File: src/rtl/sprite_rom_arbiter_if.sv
// sprite_rom_arbiter_if: requester, ROM and response signals of the shared sprite ROM port
interface sprite_rom_arbiter_if #(
  parameter int NUM_REQ = 4,
  parameter int ADDR_W  = 12,
  parameter int DATA_W  = 9
);
  localparam int ID_W = $clog2(NUM_REQ);
  logic [NUM_REQ-1:0]        req;
  logic [NUM_REQ*ADDR_W-1:0] req_addr;
  logic [NUM_REQ-1:0]        req_last;
  logic [NUM_REQ-1:0]        req_lock;
  logic [NUM_REQ-1:0]        gnt;
  logic [ADDR_W-1:0]         rom_address;
  logic [DATA_W-1:0]         rom_q;
  logic                      rsp_valid;
  logic [ID_W-1:0]           rsp_id;
  logic [DATA_W-1:0]         rsp_data;
  logic                      busy;
  modport master (
    output req, req_addr, req_last, req_lock, rom_q,
    input  gnt, rom_address, rsp_valid, rsp_id, rsp_data, busy
  );
  modport slave (
    input  req, req_addr, req_last, req_lock, rom_q,
    output gnt, rom_address, rsp_valid, rsp_id, rsp_data, busy
  );
endinterface

File: src/rtl/sprite_rom_arbiter.sv
// sprite_rom_arbiter: round-robin sharing of one sprite ROM read port with locked row bursts
module sprite_rom_arbiter #(
  parameter int NUM_REQ = 4,
  parameter int ADDR_W  = 12,
  parameter int DATA_W  = 9,
  parameter int ROM_LAT = 1
) (
  input logic vga_clk,
  input logic reset_n,
  sprite_rom_arbiter_if.slave bus
);
  localparam int ID_W = $clog2(NUM_REQ);
  typedef enum logic {IDLE, LOCKED} state_t;
  state_t             r_state;
  logic [ID_W-1:0]    r_ptr;
  logic [ID_W-1:0]    r_owner;
  logic [ROM_LAT-1:0] r_pv;
  logic [ID_W-1:0]    r_pid [ROM_LAT];
  logic [ID_W-1:0]    w_sel;
  logic [ID_W-1:0]    w_idx;
  logic               w_any;
  logic               w_acc;
  // Scan downward so the last hit is the nearest requester after r_ptr.
  always_comb begin
    w_sel = r_owner;
    w_idx = '0;
    w_any = 1'b0;
    if (r_state == LOCKED) w_any = bus.req[r_owner];
    else
      for (int k = NUM_REQ; k >= 1; k--) begin
        w_idx = ID_W'((int'(r_ptr) + k) % NUM_REQ);
        if (bus.req[w_idx]) begin
          w_sel = w_idx;
          w_any = 1'b1;
        end
      end
  end
  assign w_acc   = reset_n && w_any;
  assign bus.gnt = w_acc ? NUM_REQ'(1) << w_sel : '0;
  always_ff @(posedge vga_clk) begin
    if (!reset_n) begin
      r_state         <= IDLE;
      r_ptr           <= ID_W'(NUM_REQ - 1);
      r_owner         <= '0;
      r_pv            <= '0;
      bus.busy        <= 1'b0;
      bus.rom_address <= '0;
      bus.rsp_valid   <= 1'b0;
      bus.rsp_id      <= '0;
      bus.rsp_data    <= '0;
      for (int s = 0; s < ROM_LAT; s++) r_pid[s] <= '0;
    end else begin
      if (w_acc) begin
        r_ptr           <= w_sel;
        bus.rom_address <= bus.req_addr[w_sel*ADDR_W +: ADDR_W];
        if (r_state == IDLE && bus.req_lock[w_sel] && !bus.req_last[w_sel]) begin
          r_state  <= LOCKED;
          r_owner  <= w_sel;
          bus.busy <= 1'b1;
        end else if (r_state == LOCKED && bus.req_last[w_sel]) begin
          r_state  <= IDLE;
          bus.busy <= 1'b0;
        end
      end
      r_pv[0]  <= w_acc;
      r_pid[0] <= w_sel;
      for (int s = 1; s < ROM_LAT; s++) begin
        r_pv[s]  <= r_pv[s-1];
        r_pid[s] <= r_pid[s-1];
      end
      bus.rsp_valid <= r_pv[ROM_LAT-1];
      if (r_pv[ROM_LAT-1]) begin
        bus.rsp_id   <= r_pid[ROM_LAT-1];
        bus.rsp_data <= bus.rom_q;
      end
    end
  end
endmodule

File: src/flat_wrapper.sv
// flat-port wrapper written by rule: the top's interface ports become plain ports
module sprite_rom_arbiter_flat 
#(
  parameter int NUM_REQ = 4,
  parameter int ADDR_W  = 12,
  parameter int DATA_W  = 9,
  parameter int ROM_LAT = 1
)
  (vga_clk, reset_n, bus_req, bus_req_addr, bus_req_last, bus_req_lock, bus_rom_q, bus_gnt, bus_rom_address, bus_rsp_valid, bus_rsp_id, bus_rsp_data, bus_busy);
  sprite_rom_arbiter_if #(.NUM_REQ(NUM_REQ), .ADDR_W(ADDR_W), .DATA_W(DATA_W)) bus_i ();
  input logic vga_clk;
  input logic reset_n;
  input wire logic [$bits(bus_i.req)-1:0] bus_req;
  input wire logic [$bits(bus_i.req_addr)-1:0] bus_req_addr;
  input wire logic [$bits(bus_i.req_last)-1:0] bus_req_last;
  input wire logic [$bits(bus_i.req_lock)-1:0] bus_req_lock;
  input wire logic [$bits(bus_i.rom_q)-1:0] bus_rom_q;
  output wire logic [$bits(bus_i.gnt)-1:0] bus_gnt;
  output wire logic [$bits(bus_i.rom_address)-1:0] bus_rom_address;
  output wire logic [$bits(bus_i.rsp_valid)-1:0] bus_rsp_valid;
  output wire logic [$bits(bus_i.rsp_id)-1:0] bus_rsp_id;
  output wire logic [$bits(bus_i.rsp_data)-1:0] bus_rsp_data;
  output wire logic [$bits(bus_i.busy)-1:0] bus_busy;
  assign bus_i.req = bus_req;
  assign bus_i.req_addr = bus_req_addr;
  assign bus_i.req_last = bus_req_last;
  assign bus_i.req_lock = bus_req_lock;
  assign bus_i.rom_q = bus_rom_q;
  assign bus_gnt = bus_i.gnt;
  assign bus_rom_address = bus_i.rom_address;
  assign bus_rsp_valid = bus_i.rsp_valid;
  assign bus_rsp_id = bus_i.rsp_id;
  assign bus_rsp_data = bus_i.rsp_data;
  assign bus_busy = bus_i.busy;
  sprite_rom_arbiter #(.NUM_REQ(NUM_REQ), .ADDR_W(ADDR_W), .DATA_W(DATA_W), .ROM_LAT(ROM_LAT)) u_core (.vga_clk(vga_clk), .reset_n(reset_n), .bus(bus_i));
endmodule
File: config.mk
export PLATFORM = sky130hd
export DESIGN_NAME = sprite_rom_arbiter_flat
export DESIGN_NICKNAME = d
export VERILOG_FILES = /design/src/rtl/sprite_rom_arbiter_if.sv /design/src/rtl/sprite_rom_arbiter.sv /design/src/flat_wrapper.sv
export SDC_FILE = /design/constraint.sdc
export NUM_CORES = 1
export LEC_CHECK = 0
export BUFFER_PORTS_ARGS = -buffer_cell sky130_fd_sc_hd__buf_2
export CAP_MARGIN = 20
export CORE_ASPECT_RATIO = 0.8
export CORE_MARGIN = 2
export CORE_UTILIZATION = 46
export CTS_BUF_LIST = sky130_fd_sc_hd__clkbuf_8
export DETAILED_ROUTE_END_ITERATION = 10
export GPL_ROUTABILITY_DRIVEN = 0
export PLACE_DENSITY = 0.83
export SYNTH_ARGS = -nofsm -noshare
export SYNTH_HDL_FRONTEND = slang
export SYNTH_SLANG_ARGS = --single-unit
File: constraint.sdc
create_clock -name vga_clk -period 2.9 [get_ports vga_clk]
set_input_delay 0.435 -clock vga_clk [delete_from_list [all_inputs] [get_ports vga_clk]]
set_output_delay 0.435 -clock vga_clk [all_outputs]
set_load 0.005 [all_outputs]
==> results_dict.tcl, run 1 <==
set metrics [dict create \
    path_max_fanout 15 \
    clk_pin_slew_ps 60 \
    final.setup.tns_ps 0 \
    numPortBuffers 99 \
    async_reset_ff_frac 0 \
    cap_violations 0 \
    clockBufferDepth 2 \
    slowest_stage "dfxtp_1" \
    syn_nets 268 \
    placed_area_sq_um 2302 \
    whs_ps 387.4 \
    routed-via-count 1743 \
    crit_path_start_kind "register" \
    path_depth 7 \
    final_max_slew_viol_count 0 \
    die_w_microns 73.46 \
    postRouteAntennaNets 0 \
    p_leak_nw 1.247 \
    core_sq_um 3754 \
    finClkSkew_ps 5.270 \
    wirelength_microns 4291 \
    wl_per_cell_microns 12.62 \
    ys_seq_area_frac 0.3608 \
    io_pins 100 \
    nNetsFinal 366 \
    ys_warn_count 0 \
    arrival_ps 2240 \
    cp_num_buf_inv 2 \
    final_util 0.6413 \
    layout_common_cells "99 x buf_2, 32 x dfxtp_1, 30 x mux2i_1" \
    dp_cells 330 \
    cts_tree "done" \
    critPathKind "reg2out" \
    cts_buffers 5 \
    place_ws_ps 261.4 \
    fp-row-count 20 \
    fin_area_sq_um 2407 \
    hp-class "in2reg" \
    synth.distinct_cells 34 \
    final_layout_size_suffix_gt1_frac 0.4291 \
    grt_antenna_before_repair 0 \
    synthesis.area_sq_um 1775 \
    power_mw 2.232 \
    via_per_inst 5.126 \
    slew_headroom 0.5883 \
    postLayoutSetupSlackWorst_ps 221.9 \
    synth_edf_count 0 \
    synth_seq_cells 32 \
    first_global_vias 1538 \
    hold_depth 3 \
    layout_commonest_cell "buf_2" \
    rr_worst_depth 8 \
    worst_ep_required_time_ps 2470 \
    synth_ff_type "dfxtp_1" \
    grt_use_total 0.2042 \
    n_fill_cell 313 \
    outcome "finished clean" \
    synthCells 197 \
    drt_iter0_drc 64 \
    area_growth_syn_to_layout_pct 35.59 \
    design.die.area_sq_um 4376 \
    cp-end-kind "output port" \
    path_cells "nor2_1 -> a21o_1 -> a211oi_1 -> a221oi_4 -> buf_4 -> nor3_1 -> buf_2" \
    dp_hpwl_microns 3367 \
    p_per_area_nw_per_um2 927.3 \
    die_h_microns 59.57 \
    syn_area_per_cell_sq_um 9.012 \
    cts_sinks 32 \
    setup_viol_count_final 0 \
    period_minus_slack_ps 2678 \
    drc 0 \
    tightest_slew_ps 616.8 \
    htree_levels 2 \
    antenna_cells 0 \
    rsz0062_at_grt "no" \
    max_freq_ghz 0.3734 \
    start_util 0.4730 \
    grt_start_max_net_pins 23 \
    cts_root_buf "clkbuf_8" \
    hold_violations 0 \
    fin_cells 340 \
    grt.overflow.total 0 \
    irDropWorstVdd_uv 518.8 \
    clock_latency_ps 280 \
    first_pass_iters 4 \
    grt_pass1_wl_microns 6851 \
    path_delay_family "compound AO/OA/AOI/OAI gates" \
    fin_crit_sh 0.9235 \
    critical-path-max-stage-delay_ps 500 \
]
report_power, final:
| part | internal (mW) | switching, mW |
|---|---|---|
| clock network | 0.186 | 0.149 |
| registers | 0.581 | 0.122 |
| logic | 0.603 | 0.591 |
worst reg2reg max path, delay by kind of cell (launching register included):
| family | cells | cell delay, ps |
|---|---|---|
| simple gates | 2 | 430 |
| mux | 3 | 670 |
| compound gates | 2 | 580 |
| flops | 1 | 500 |
| buf+inv | 1 | 210 |
path summary, 6_finish.rpt:
check / to / startpoint / slack, ps
hold reg to reg: u_core.bus.rom_address[2] / u_core.bus.rom_address[2] / 450
hold / removal: u_core.bus.rsp_data[3] / bus_rom_q[3] / 390
setup reg to reg: u_core.r_owner[1] / u_core.r_ptr[1] / 390
setup / recovery: bus_gnt[3] / u_core.r_ptr[1] / 220
sequential cells by signal, indices dropped and copies added, names as in the netlist:
| name | count |
|---|---|
| u_core.r_pid | 2 |
| u_core.r_ptr | 2 |
| u_core.bus.rsp_id | 2 |
| u_core.bus.rsp_data | 9 |
| u_core.bus.busy | 1 |
| u_core.bus.rsp_valid | 1 |
| u_core.r_pv | 1 |
| u_core.r_owner | 2 |
| u_core.bus.rom_address | 12 |
metal layers:
layer,track usage,part of all wire
met3,0.06463,0.066
met5,0,0
met4,0.07013,0.017
met1,0.2620,0.45
met2,0.3253,0.47
cells in the mapped netlist (2+ instances only):
cell type	instances	area share
buf_4	4	0.017
and2_1	6	0.021
nor2_1	18	0.038
mux2_2	9	0.057
a21o_1	3	0.013
clkbuf_1	8	0.017
mux2_1	7	0.044
inv_1	2	0.0042
mux2i_1	30	0.17
buf_1	2	0.0042
a21oi_1	3	0.0085
o21ai_1	24	0.068
nand3_1	12	0.034
a211oi_1	2	0.0085
dfxtp_1	32	0.36
nand2_1	16	0.034
nand2b_1	2	0.0070
area by class of cell:
cell class              instances  area, sq um  area share
inverters                       3        11.26    0.004678
well taps                      44        55.05     0.02287
repair buffers                106        548.0      0.2277
clock buffers                   6        82.58     0.03430
multi-input cells             147         1062      0.4413
clock inverters                 2        7.507    0.003119
flip-flops and latches         32        640.6      0.2661
logic make-up after synthesis:
logic type	synth area share
AO/OA/AOI/OAI	0.1466
buffers and inverters	0.04722
flip-flops	0.3608
multiplexers	0.2833
AND/OR/NAND/NOR	0.1621
timing repair:
action | CTS | global route
pin swaps | 1 | 1
buffers inserted | 0 | 2
hold buffers | 0 | 0
resized for setup | 0 | 0
endpoints found under the setup margin | 1 | 1
No activity file was read; power rests on OpenSTA's default activity.
==> inputs of run 2 (changes only) <==
Settings changed: BUFFER_PORTS_ARGS -buffer_cell sky130_fd_sc_hd__buf_2 to not set, CORE_MARGIN 2 to 10, CORE_UTILIZATION 46 to 52, DONT_BUFFER_PORTS set to 1, HOLD_SLACK_MARGIN set to 0.15, PLACE_DENSITY 0.83 to 0.67.
==> run 2 against run 1 <==
Net effect: flip-flop and latch count unchanged; critical path type unchanged; fmax fell by 0.53%; critical path depth shrank 1; register-to-register slack better by 50 ps; first-iteration DRC count decreased by 23%; count of clock-buffer cells in the layout fell by 1; clock power increased by 25%.
==> results_dict.tcl, run 2 (synthesis results as in run 1) <==
set metrics [dict create \
    whs_ps 279.4 \
    place_ws_ps 437.1 \
    setup_viol_count_final 0 \
    irDropWorstVdd_uv 530.0 \
    io_pins 100 \
    drt_iter0_drc 49 \
    area_growth_syn_to_layout_pct 6.906 \
    crit_path_start_kind "register" \
    worst_ep_required_time_ps 2470 \
    power_mw 2.111 \
    max_freq_ghz 0.3714 \
    grt_start_max_net_pins 29 \
    final.setup.tns_ps 0 \
    postRouteAntennaNets 0 \
    wl_per_cell_microns 19.85 \
    hp-class "in2reg" \
    die_w_microns 85.33 \
    arrival_ps 2260 \
    drc 0 \
    cp-end-kind "output port" \
    slew_headroom 0.5756 \
    grt.overflow.total 0 \
    hold_buffers 0 \
    max_flop_register "u_core.bus.rom_address" \
    cts_buffers 5 \
    p_per_area_nw_per_um2 1112 \
    hold_violations 0 \
    fin_crit_sh 0.9284 \
    reg.largest.list "u_core.bus.rom_address x12, u_core.bus.rsp_data x9" \
    fin_area_sq_um 1898 \
    htree_levels 2 \
    fp-row-count 18 \
    dp_hpwl_microns 3759 \
    placed_area_sq_um 1787 \
    finClkSkew_ps 4.693 \
    layout_common_cells "32 x dfxtp_1, 30 x mux2i_1, 24 x o21ai_1" \
    final_max_slew_viol_count 0 \
    rrSetupSlack_ps 440 \
    grt_use_total 0.1421 \
    wirelength_microns 4625 \
    clock_latency_ps 280 \
    core_sq_um 3176 \
    cts_sinks 32 \
    start_util 0.5591 \
    design.die.area_sq_um 6166 \
    post_cts_buffers 0 \
    rsz0062_at_grt "no" \
    clockBufferDepth 2 \
    nNetsFinal 263 \
    cts_tree "done" \
    first_pass_iters 4 \
    via_per_inst 5.893 \
    critPathKind "reg2out" \
    postLayoutSetupSlackWorst_ps 207.7 \
    antenna_cells 0 \
    routed-via-count 1373 \
    period_minus_slack_ps 2692 \
    first_global_vias 1434 \
    die_h_microns 72.27 \
    cts_resized 0 \
    outcome "finished clean" \
    numPortBuffers 0 \
    final_layout_size_suffix_gt1_frac 0.1347 \
    p_leak_nw 0.8098 \
    cap_violations 0 \
    path_max_fanout 26 \
    grt_antenna_before_repair 0 \
    grt_pass1_wl_microns 7217 \
    largest_register_ffs 12 \
    cts_root_buf "clkbuf_8" \
    clk_pin_slew_ps 60 \
    tightest_slew_ps 635.7 \
    layout_commonest_cell "dfxtp_1" \
]
[run 2: changes by cell type in the layout (fill, tap and decap cells not counted)]
cell / previous run / this run
buf_2: 99 / 0
buf_4: 7 / 3
inv_1: 4 / 2
bufinv_16: 0 / 1
clkbuf_8: 6 / 5
clkinv_2: 0 / 1
clkinvlp_4: 0 / 1
[run 2: path summary, 6_finish.rpt]
check,from,to,depth (start not counted)
worst max-delay path,u_core.r_ptr[1],bus_gnt[1],6
worst min-delay path,reset_n,u_core.r_ptr[0],1
worst min register to register,u_core.r_pid[0][0],u_core.bus.rsp_id[0],2
worst max register to register,u_core.r_ptr[1],u_core.r_owner[1],7
[run 2: routing by layer]
metal	global-route usage	share of wire	vias to the layer above
li1	-	-	685
met1	0.1450	0.37	627
met2	0.2450	0.51	54
met3	0.07701	0.11	7
met4	0.04562	0.0084	0
met5	0	0	-
[run 2: critical path, stage by stage (launching register included)]
cell and delay (ps):
dfxtp_1 500, nor2_1 90, a21o_1 240, o32ai_4 450
buf_4 420, nor2_1 80, and2_1 180
[run 2: final cells by class]
cell class | instances | area [sq um]
clock buffer | 5 | 68.82
clock inverter | 3 | 42.54
fill | 295 | 1277
inverter | 3 | 11.26
multi-input combinational | 147 | 1062
sequential | 32 | 640.6
tap | 40 | 50.05
timing repair buffer | 3 | 22.52
[run 2: per-stage QoR]
| step | utilization | std cells |
|---|---|---|
| global route | 0.5977 | 233 |
| finish | 0.5977 | 233 |
| floorplan | - | 197 |
| global placement | 0.5626 | 225 |
| detailed placement | 0.5626 | 225 |
| CTS | 0.5977 | 233 |
[run 2: where the power goes]
group / switching, mW / internal, mW / leakage [nW] / total, mW
Sequential: 0.158 / 0.581 / 0.265 / 0.740
Combinational: 0.495 / 0.457 / 0.490 / 0.953
Clock: 0.165 / 0.254 / 0.0541 / 0.419
